`src/rtl/snn_pkg.sv`:
```
// Shared UART timing defaults and the state encoding used by both serial FSMs.
// Latency: n/a (declarations only).
// Backpressure: n/a.
package snn_pkg;

    localparam int BAUD_DIV_DEF = 2604;  // 100 MHz / 38400 baud
    localparam int HALF_DIV_DEF = 1302;  // start-bit mid-point offset

    typedef enum logic [1:0] {
        IDLE,
        START,
        DATA,
        STOP
    } uart_state_t;

endpackage

```
`src/rtl/snn_uart_rx.sv`:
```
// 8N1 UART receiver: 2-flop synchronizer, mid-bit sampling, framing check on the stop bit.
// Latency: rx_rdy about 2+HALF_DIV+9*BAUD_DIV clocks after the start-bit falling edge.
// Backpressure: none; rx_rdy is a 1-cycle pulse and rx_byte is only meaningful with it.
module uart_rx
    import snn_pkg::*;
#(
    parameter int BAUD_DIV = BAUD_DIV_DEF,
    parameter int HALF_DIV = HALF_DIV_DEF
) (
    input  logic       clk,
    input  logic       rst_n,
    input  logic       rx,
    output logic [7:0] rx_byte,
    output logic       rx_rdy
);

    localparam int CW = $clog2(BAUD_DIV);
    localparam logic [CW-1:0] BIT_LAST  = CW'(BAUD_DIV - 1);
    localparam logic [CW-1:0] HALF_LAST = CW'(HALF_DIV - 1);

    logic          rx_meta;
    logic          rx_s;
    logic          rx_prev;
    uart_state_t   state;
    uart_state_t   state_nxt;
    logic [CW-1:0] baud_cnt;
    logic [2:0]    bit_idx;
    logic [7:0]    shift;
    logic          sample;
    logic          rdy_nxt;

    // Synchronize the asynchronous line and keep one extra stage for edge detection.
    always_ff @(posedge clk) begin
        if (!rst_n) begin
            rx_meta <= 1'b1;
            rx_s    <= 1'b1;
            rx_prev <= 1'b1;
        end else begin
            rx_meta <= rx;
            rx_s    <= rx_meta;
            rx_prev <= rx_s;
        end
    end

    // State register.
    always_ff @(posedge clk) begin
        if (!rst_n) begin
            state <= IDLE;
        end else begin
            state <= state_nxt;
        end
    end

    // Next-state logic; the stop bit is judged at its middle and we go idle right away
    // so a following start edge is not missed.
    always_comb begin
        state_nxt = state;
        sample    = 1'b0;
        rdy_nxt   = 1'b0;
        case (state)
            IDLE: begin
                if (rx_prev && !rx_s) begin
                    state_nxt = START;
                end
            end
            START: begin
                if (baud_cnt == HALF_LAST) begin
                    state_nxt = rx_s ? IDLE : DATA;
                end
            end
            DATA: begin
                if (baud_cnt == BIT_LAST) begin
                    sample = 1'b1;
                    if (bit_idx == 3'd7) begin
                        state_nxt = STOP;
                    end
                end
            end
            STOP: begin
                if (baud_cnt == BIT_LAST) begin
                    state_nxt = IDLE;
                    rdy_nxt   = rx_s;
                end
            end
            default: state_nxt = IDLE;
        endcase
    end

    // Bit timer, bit index and LSB-first shift register.
    always_ff @(posedge clk) begin
        if (!rst_n) begin
            baud_cnt <= '0;
            bit_idx  <= '0;
            shift    <= '0;
            rx_rdy   <= 1'b0;
        end else begin
            rx_rdy <= rdy_nxt;
            if (state == IDLE || state_nxt != state || sample) begin
                baud_cnt <= '0;
            end else begin
                baud_cnt <= baud_cnt + 1'b1;
            end
            if (state != DATA) begin
                bit_idx <= '0;
            end else if (sample && bit_idx != 3'd7) begin
                bit_idx <= bit_idx + 1'b1;
            end
            if (sample) begin
                shift <= {rx_s, shift[7:1]};
            end
        end
    end

    assign rx_byte = shift;

endmodule

```
`src/rtl/snn.sv`:
```
// Board wrapper: receive 8N1 bytes, show the last good byte on led, echo it on uart_tx.
// Latency: led updates 1 clock after rx_rdy; TX start bit begins 1 clock after rx_rdy.
// Backpressure: none; a byte arriving while TX is busy updates led but is not echoed.
module snn
    import snn_pkg::*;
#(
    parameter int BAUD_DIV = BAUD_DIV_DEF,
    parameter int HALF_DIV = HALF_DIV_DEF
) (
    input  logic       clk,
    input  logic       sys_rst_n,
    input  logic       uart_rx,
    output logic       uart_tx,
    output logic [7:0] led
);

    localparam int CW = $clog2(BAUD_DIV);
    localparam logic [CW-1:0] BIT_LAST = CW'(BAUD_DIV - 1);

    logic [7:0]    rx_byte;
    logic          rx_rdy;
    uart_state_t   tx_state;
    uart_state_t   tx_state_nxt;
    logic [CW-1:0] tx_cnt;
    logic [2:0]    tx_idx;
    logic [7:0]    tx_sh;
    logic          tx_bit_end;
    logic          tx_load;
    logic          tx_shift;
    logic          tx_line_nxt;

    uart_rx #(
        .BAUD_DIV (BAUD_DIV),
        .HALF_DIV (HALF_DIV)
    ) u_rx (
        .clk     (clk),
        .rst_n   (sys_rst_n),
        .rx      (uart_rx),
        .rx_byte (rx_byte),
        .rx_rdy  (rx_rdy)
    );

    // Latch each correctly framed byte for display.
    always_ff @(posedge clk) begin
        if (!sys_rst_n) begin
            led <= 8'h00;
        end else if (rx_rdy) begin
            led <= rx_byte;
        end
    end

    // TX state register.
    always_ff @(posedge clk) begin
        if (!sys_rst_n) begin
            tx_state <= IDLE;
        end else begin
            tx_state <= tx_state_nxt;
        end
    end

    // TX next state; the line value is computed here so uart_tx leaves a flop glitch-free.
    always_comb begin
        tx_state_nxt = tx_state;
        tx_load      = 1'b0;
        tx_shift     = 1'b0;
        tx_line_nxt  = uart_tx;
        tx_bit_end   = (tx_cnt == BIT_LAST);
        case (tx_state)
            IDLE: begin
                tx_line_nxt = 1'b1;
                if (rx_rdy) begin
                    tx_state_nxt = START;
                    tx_load      = 1'b1;
                    tx_line_nxt  = 1'b0;
                end
            end
            START: begin
                if (tx_bit_end) begin
                    tx_state_nxt = DATA;
                    tx_line_nxt  = tx_sh[0];
                end
            end
            DATA: begin
                if (tx_bit_end) begin
                    if (tx_idx == 3'd7) begin
                        tx_state_nxt = STOP;
                        tx_line_nxt  = 1'b1;
                    end else begin
                        tx_shift    = 1'b1;
                        tx_line_nxt = tx_sh[1];
                    end
                end
            end
            STOP: begin
                if (tx_bit_end) begin
                    tx_state_nxt = IDLE;
                    tx_line_nxt  = 1'b1;
                end
            end
            default: begin
                tx_state_nxt = IDLE;
                tx_line_nxt  = 1'b1;
            end
        endcase
    end

    // TX bit timer, shift register and registered serial line.
    always_ff @(posedge clk) begin
        if (!sys_rst_n) begin
            tx_cnt  <= '0;
            tx_idx  <= '0;
            tx_sh   <= '0;
            uart_tx <= 1'b1;
        end else begin
            uart_tx <= tx_line_nxt;
            if (tx_state == IDLE || tx_bit_end) begin
                tx_cnt <= '0;
            end else begin
                tx_cnt <= tx_cnt + 1'b1;
            end
            if (tx_load) begin
                tx_sh  <= rx_byte;
                tx_idx <= '0;
            end else if (tx_shift) begin
                tx_sh  <= {1'b0, tx_sh[7:1]};
                tx_idx <= tx_idx + 1'b1;
            end
        end
    end

endmodule

```
`config.mk`:
```
export PLATFORM = sky130hd
export DESIGN_NAME = snn
export DESIGN_NICKNAME = d
export VERILOG_FILES = /design/src/rtl/snn_pkg.sv /design/src/rtl/snn_uart_rx.sv /design/src/rtl/snn.sv
export SDC_FILE = /design/constraint.sdc
export NUM_CORES = 1
export LEC_CHECK = 0
export ABC_AREA = 1
export CORE_MARGIN = 10
export CORE_UTILIZATION = 55
export CTS_BUF_LIST = sky130_fd_sc_hd__clkbuf_8
export DETAILED_ROUTE_END_ITERATION = 8
export GPL_ROUTABILITY_DRIVEN = 0
export PLACE_DENSITY = 0.76
export SYNTH_ARGS = -nofsm -noshare
export SYNTH_HDL_FRONTEND = slang
export SYNTH_HIERARCHICAL = 1
export SYNTH_SLANG_ARGS = --single-unit
```
`constraint.sdc`:
```
create_clock -name clk -period 4.5 [get_ports clk]
set_input_delay 0.9 -clock clk [delete_from_list [all_inputs] [get_ports clk]]
set_output_delay 0.9 -clock clk [all_outputs]
set_load 0.005 [all_outputs]
```
==> results.toml, run 1 <==
[status]
status = "complete, no violations"

[clock_network]
cts_hold_buffers = 0
clk_latency_ns = 0.34
cts_root_buffer = "clkbuf_8"
ctsResizeCount = 0
cts_buffer_depth = 2
htree_num_levels = 3
clk_pin_slew_worst_paths_ns = 0.06
cts.sinks = 63
cts_made_buffers = 9
cts_tree = "yes"
post_cts_buffers = 0

[die]
start_util_pct = 56.42
die_area_um2 = 9012
die_w_um = 94.93
row_count = 27
io-pin-count = 12
core_area_um2 = 5473
dieHeight_um = 94.93

[worst_setup_path]
cp-start-kind = "input port"
cp_max_fo = 33
critical_path_required_ns = 4.76
critPathKind = "input port to register"
worstSetupEndpointType = "register"
arrival_ns = 2.43

[routing]
vias = 2484
drtAntennaViolNets = 0
drcViolationCount = 0
drtIter0Drc = 104
drt-vias-per-instance = 4.909
drt_pre_antenna_iters = 4
wire_per_inst_um = 10.86
drt-total-wl_um = 5495

[synthesis]
yosysSeqAreaShare_pct = 40.84
synthArstFlopShare_pct = 0
netlist_area_um2 = 3088
synth_edf_count = 0
syn-mean-instance-area_um2 = 7.405
synth_flop_cell = "dfxtp_1"
yosys_warnings = 6
synthCells = 417
syn-num-nets = 432
ys_ff_latch = 63
synth_cell_type_count = 32

[pwr]
total_leakage_power_nw = 1.433
powerDensity_nw_per_um2 = 385.9
ir_worst_vdd_mv = 0.2648

[timing]
fin_crit_ns = 2.171
fin_skew_ns = 0.01034
hold_violations = 0
report.final.slew_viol_count = 0
fmax_mhz = 460.6
period_share_pct = 48.25
final.setup.tns_ns = 0
setup_viol_count_final = 0
tightestPinTransition_ns = 0.4579
relSlewSlack_pct = 69.40
hold_slack_ns = 0.4182
rsz0062_at_grt = "no"

[place]
port_buffers = 11
dp_cells = 491
hpwl_um = 3861

[layout]
final_common_cell = "nand2_1"
stdcell_count = 506
nets = 445
areaGrowthSynthToFinish_pct = 11.87
diodes = 0
final_cell_mix = "72 x nand2_1, 63 x dfxtp_1, 61 x nor2_1"
drive_gt1_share_pct = 13.82

[flow_run]
maxCapViolCount = 0

[grt]
grt_pass1_vias = 2301
antenna_found_initial = 0
grt_max_degree = 34
grt_overflow_total = 0
grt_pass1_wl_um = 9508
grt_usage_pct = 12.88

[worst_hold_path]
hold_path_class = "register to register"
synthesized netlist by cell type, types with 3 or more instances:
cell	instances	area [um2]
ha_1	12	150.1
clkbuf_1	3	11.26
buf_6	4	45.04
nor2_2	18	112.6
nor2_4	4	45.04
nor2_1	61	229.0
nand2_1	72	270.3
nand4_1	5	31.28
o21ai_0	25	125.1
nand3_2	3	30.03
inv_1	51	191.4
a21oi_1	18	90.09
nand2_2	4	25.02
nand3_1	24	120.1
or2_2	6	37.54
xor2_1	10	87.58
buf_2	3	15.01
nor3_1	10	50.05
dfxtp_1	63	1261
inv_2	4	15.01
a211oi_1	3	22.52
critical path, stage by stage:
cell and delay, ns:
clkdlybuf4s50_1 0.46, buf_4 0.30, inv_1 0.16, a21oi_2 0.14, nand3_2 0.30, nor2_1 0.17
kinds of logic (layout without fill, tap and decap cells):
group,Yosys count,after routing,synth area share [%]
simple gates,214,214,33.06
buf+inv,65,82,8.995
flops,63,63,40.84
compound gates,51,51,8.833
fa+ha+maj,12,12,4.862
xor+xnor,12,12,3.404
layer usage:
layer | track usage (%) | vias up | share of wire, %
li1 | - | 1339 | -
met3 | 3.410 | 10 | 4.3
met2 | 19.68 | 28 | 43
met5 | 0 | - | 0
met4 | 7.731 | 0 | 2.2
met1 | 15.92 | 1107 | 51
state kept, by name (all words and copies together), names as in the netlist, 2 cells and up:
name,flops
tx_cnt,12
tx_state,2
u_rx/bit_idx,3
led,8
tx_idx,3
u_rx/state,2
tx_sh,8
u_rx/baud_cnt,12
u_rx/rx_byte,8
worst paths after layout:
path,start,to,slack (ns),cells past startpoint
worst max-delay path,sys_rst_n,u_rx/baud_cnt[1]$_SDFF_PP0_,2.33,6
worst min-delay path,u_rx/rx_meta$_SDFF_PN1_,u_rx/rx_s$_SDFF_PN1_,0.42,1
worst max register to register,u_rx/baud_cnt[0]$_SDFF_PP0_,u_rx/baud_cnt[1]$_SDFF_PP0_,2.45,9
worst min register to register,u_rx/rx_meta$_SDFF_PN1_,u_rx/rx_s$_SDFF_PN1_,0.42,1
final cells by class:
cell class | instances | area (um2)
flip-flops and latches | 63 | 1261
inverters | 55 | 206.4
well taps | 72 | 90.09
fillers | 491 | 2018
multi-input cells | 289 | 1549
clock inverters | 3 | 65.06
clock buffers | 12 | 165.2
repair buffers | 12 | 117.6
power breakdown:
part	leakage, nW	switching, W	internal [W]
clock	0.118	0.000208	0.000353
combinational	0.806	0.000114	0.0000670
sequential	0.509	0.0000153	0.000576
total	1.43	0.000337	0.000996
stage by stage:
stage	cell area (um2)	total power, W	util [%]	worst slack (ns)
after floorplan	3088	0.0007521	-	3.009
after global placement	3224	0.0007787	58.92	2.005
after detailed placement	3224	0.0007868	58.92	1.975
after CTS	3455	0.001347	63.12	2.314
after global routing	3455	0.001397	63.12	2.206
final	3455	0.001333	63.12	2.329
Power figures use the tool's default switching activity.
==> run 2: changes to the inputs <==
Clock period 4.5 ns to 2 ns, I/O delays scaled along.
==> run 2 against run 1 <==
Net effect: non-clock buffer count grew 4; critical path depth grew 3; sequential power grew 130%; die area is the same; sequential share of layout area grew 0.25 points; hold slack lost 0.0093 ns; combinational power grew 140%; routed wire length grew 2.8%; final area shrank 0.69%; count of clock-buffer cells in the layout shrank 1; clock skew shrank 0.0019 ns; highest routed layer is now met3.
==> results.toml, run 2 (synthesis results as in run 1) <==
[status]
status = "complete, no violations"

[die]
core_area_um2 = 5473
die_w_um = 94.93
die_area_um2 = 9012
dieHeight_um = 94.93
start_util_pct = 56.42
io-pin-count = 12
row_count = 27

[clock_network]
post_cts_buffers = 0
cts_hold_buffers = 0
clk_latency_ns = 0.34
htree_num_levels = 3
cts_buffer_depth = 2
cts_tree = "yes"
cts_root_buffer = "clkbuf_8"
ctsResizeCount = 0
cts_made_buffers = 9
cts.sinks = 63
clk_pin_slew_worst_paths_ns = 0.07

[worst_setup_path]
arrival_ns = 2.02
critical_path_required_ns = 2.26
cp-startpoint = "u_rx/baud_cnt[0]$_SDFF_PP0_"
critPathKind = "register to register"
cp_max_fo = 12
r2r_start = "u_rx/baud_cnt[0]$_SDFF_PP0_"
cp-start-kind = "register"
worstSetupEndpointType = "register"

[layout]
diodes = 0
largest_registers = "tx_cnt (12), u_rx/baud_cnt (12)"
drive_gt1_share_pct = 14.35
final_common_cell = "nand2_1"
areaGrowthSynthToFinish_pct = 11.10
final_cell_mix = "72 x nand2_1, 63 x dfxtp_1, 61 x nor2_1"
nets = 449

[grt]
grt_max_degree = 26
grt_pass1_wl_um = 10270
grt_pass1_vias = 2495
grt_overflow_total = 0
grt_usage_pct = 14.02
antenna_found_initial = 0

[timing]
rsz0062_at_grt = "no"
hold_violations = 0
setup_viol_count_final = 0
period_share_pct = 88.03
tightestPinTransition_ns = 0.3623
report.final.slew_viol_count = 0
final.setup.tns_ns = 0
fin_skew_ns = 0.008422
fmax_mhz = 568.0
relSlewSlack_pct = 75.82
fin_crit_ns = 1.761

[place]
hpwl_um = 4046
port_buffers = 11

[routing]
drtAntennaViolNets = 0
drt-vias-per-instance = 4.988
drtIter0Drc = 89
vias = 2549
drcViolationCount = 0
drt_pre_antenna_iters = 4
wire_per_inst_um = 11.05
drt-total-wl_um = 5647

[pwr]
total_leakage_power_nw = 1.431
total_power_w = 0.002726
powerDensity_nw_per_um2 = 794.6
ir_worst_vdd_mv = 0.5116

[worst_hold_path]
holdCritStartpoint = "u_rx/rx_meta$_SDFF_PN1_"
hold_path_class = "register to register"

[flow_run]
maxCapViolCount = 0
-- run 2: routing by layer --
metal / share of wire, % / GRT usage [%]
met5: 0 / 0
met3: 4.2 / 6.186
met1: 48 / 16.18
met2: 48 / 22.94
met4: 0 / 4.239
-- run 2: final timing paths --
kind	cells past startpoint	slack, ns	endpoint
worst max register to register	9	0.24	u_rx/baud_cnt[0]$_SDFF_PP0_
worst max-delay path	9	0.24	u_rx/baud_cnt[0]$_SDFF_PP0_
worst min register to register	1	0.41	u_rx/rx_s$_SDFF_PN1_
worst min-delay path	1	0.41	u_rx/rx_s$_SDFF_PN1_
-- run 2: report_power, final --
part           switching [W]  internal [W]
sequential         0.0000329       0.00129
clock               0.000468      0.000504
combinational       0.000271      0.000156
total               0.000772       0.00195
-- run 2: area by class of cell --
type	instances	area, um2
flip-flops and latches	63	1261
clock buffers	11	151.4
clock inverters	5	25.02
fillers	527	2042
multi-input cells	289	1549
well taps	72	90.09
repair buffers	16	147.6
inverters	55	206.4
-- run 2: metrics by stage --
step / cell area (um2) / utilization (%) / hold WS (ns) / worst slack [ns] / std cells
after detailed placement: 3254 / 59.47 / 0.3978 / 0.2329 / 495
after global routing: 3431 / 62.69 / 0.4490 / 0.02592 / 511
after CTS: 3431 / 62.69 / 0.4114 / 0.2067 / 511
after floorplan: 3088 / - / 0.3925 / 0.5085 / 417
after global placement: 3254 / 59.47 / 0.4036 / 0.3109 / 495
final: 3431 / 62.69 / 0.4089 / 0.2394 / 511
-- run 2: critical path, stage by stage (launching register included) --
cell	delay [ns]
dfxtp_1	0.34
ha_1	0.26
nand2_1	0.09
nor2_1	0.04
nand3b_1	0.10
buf_4	0.17
nand2_1	0.07
a21oi_2	0.14
nand3_2	0.30
nor2_1	0.17
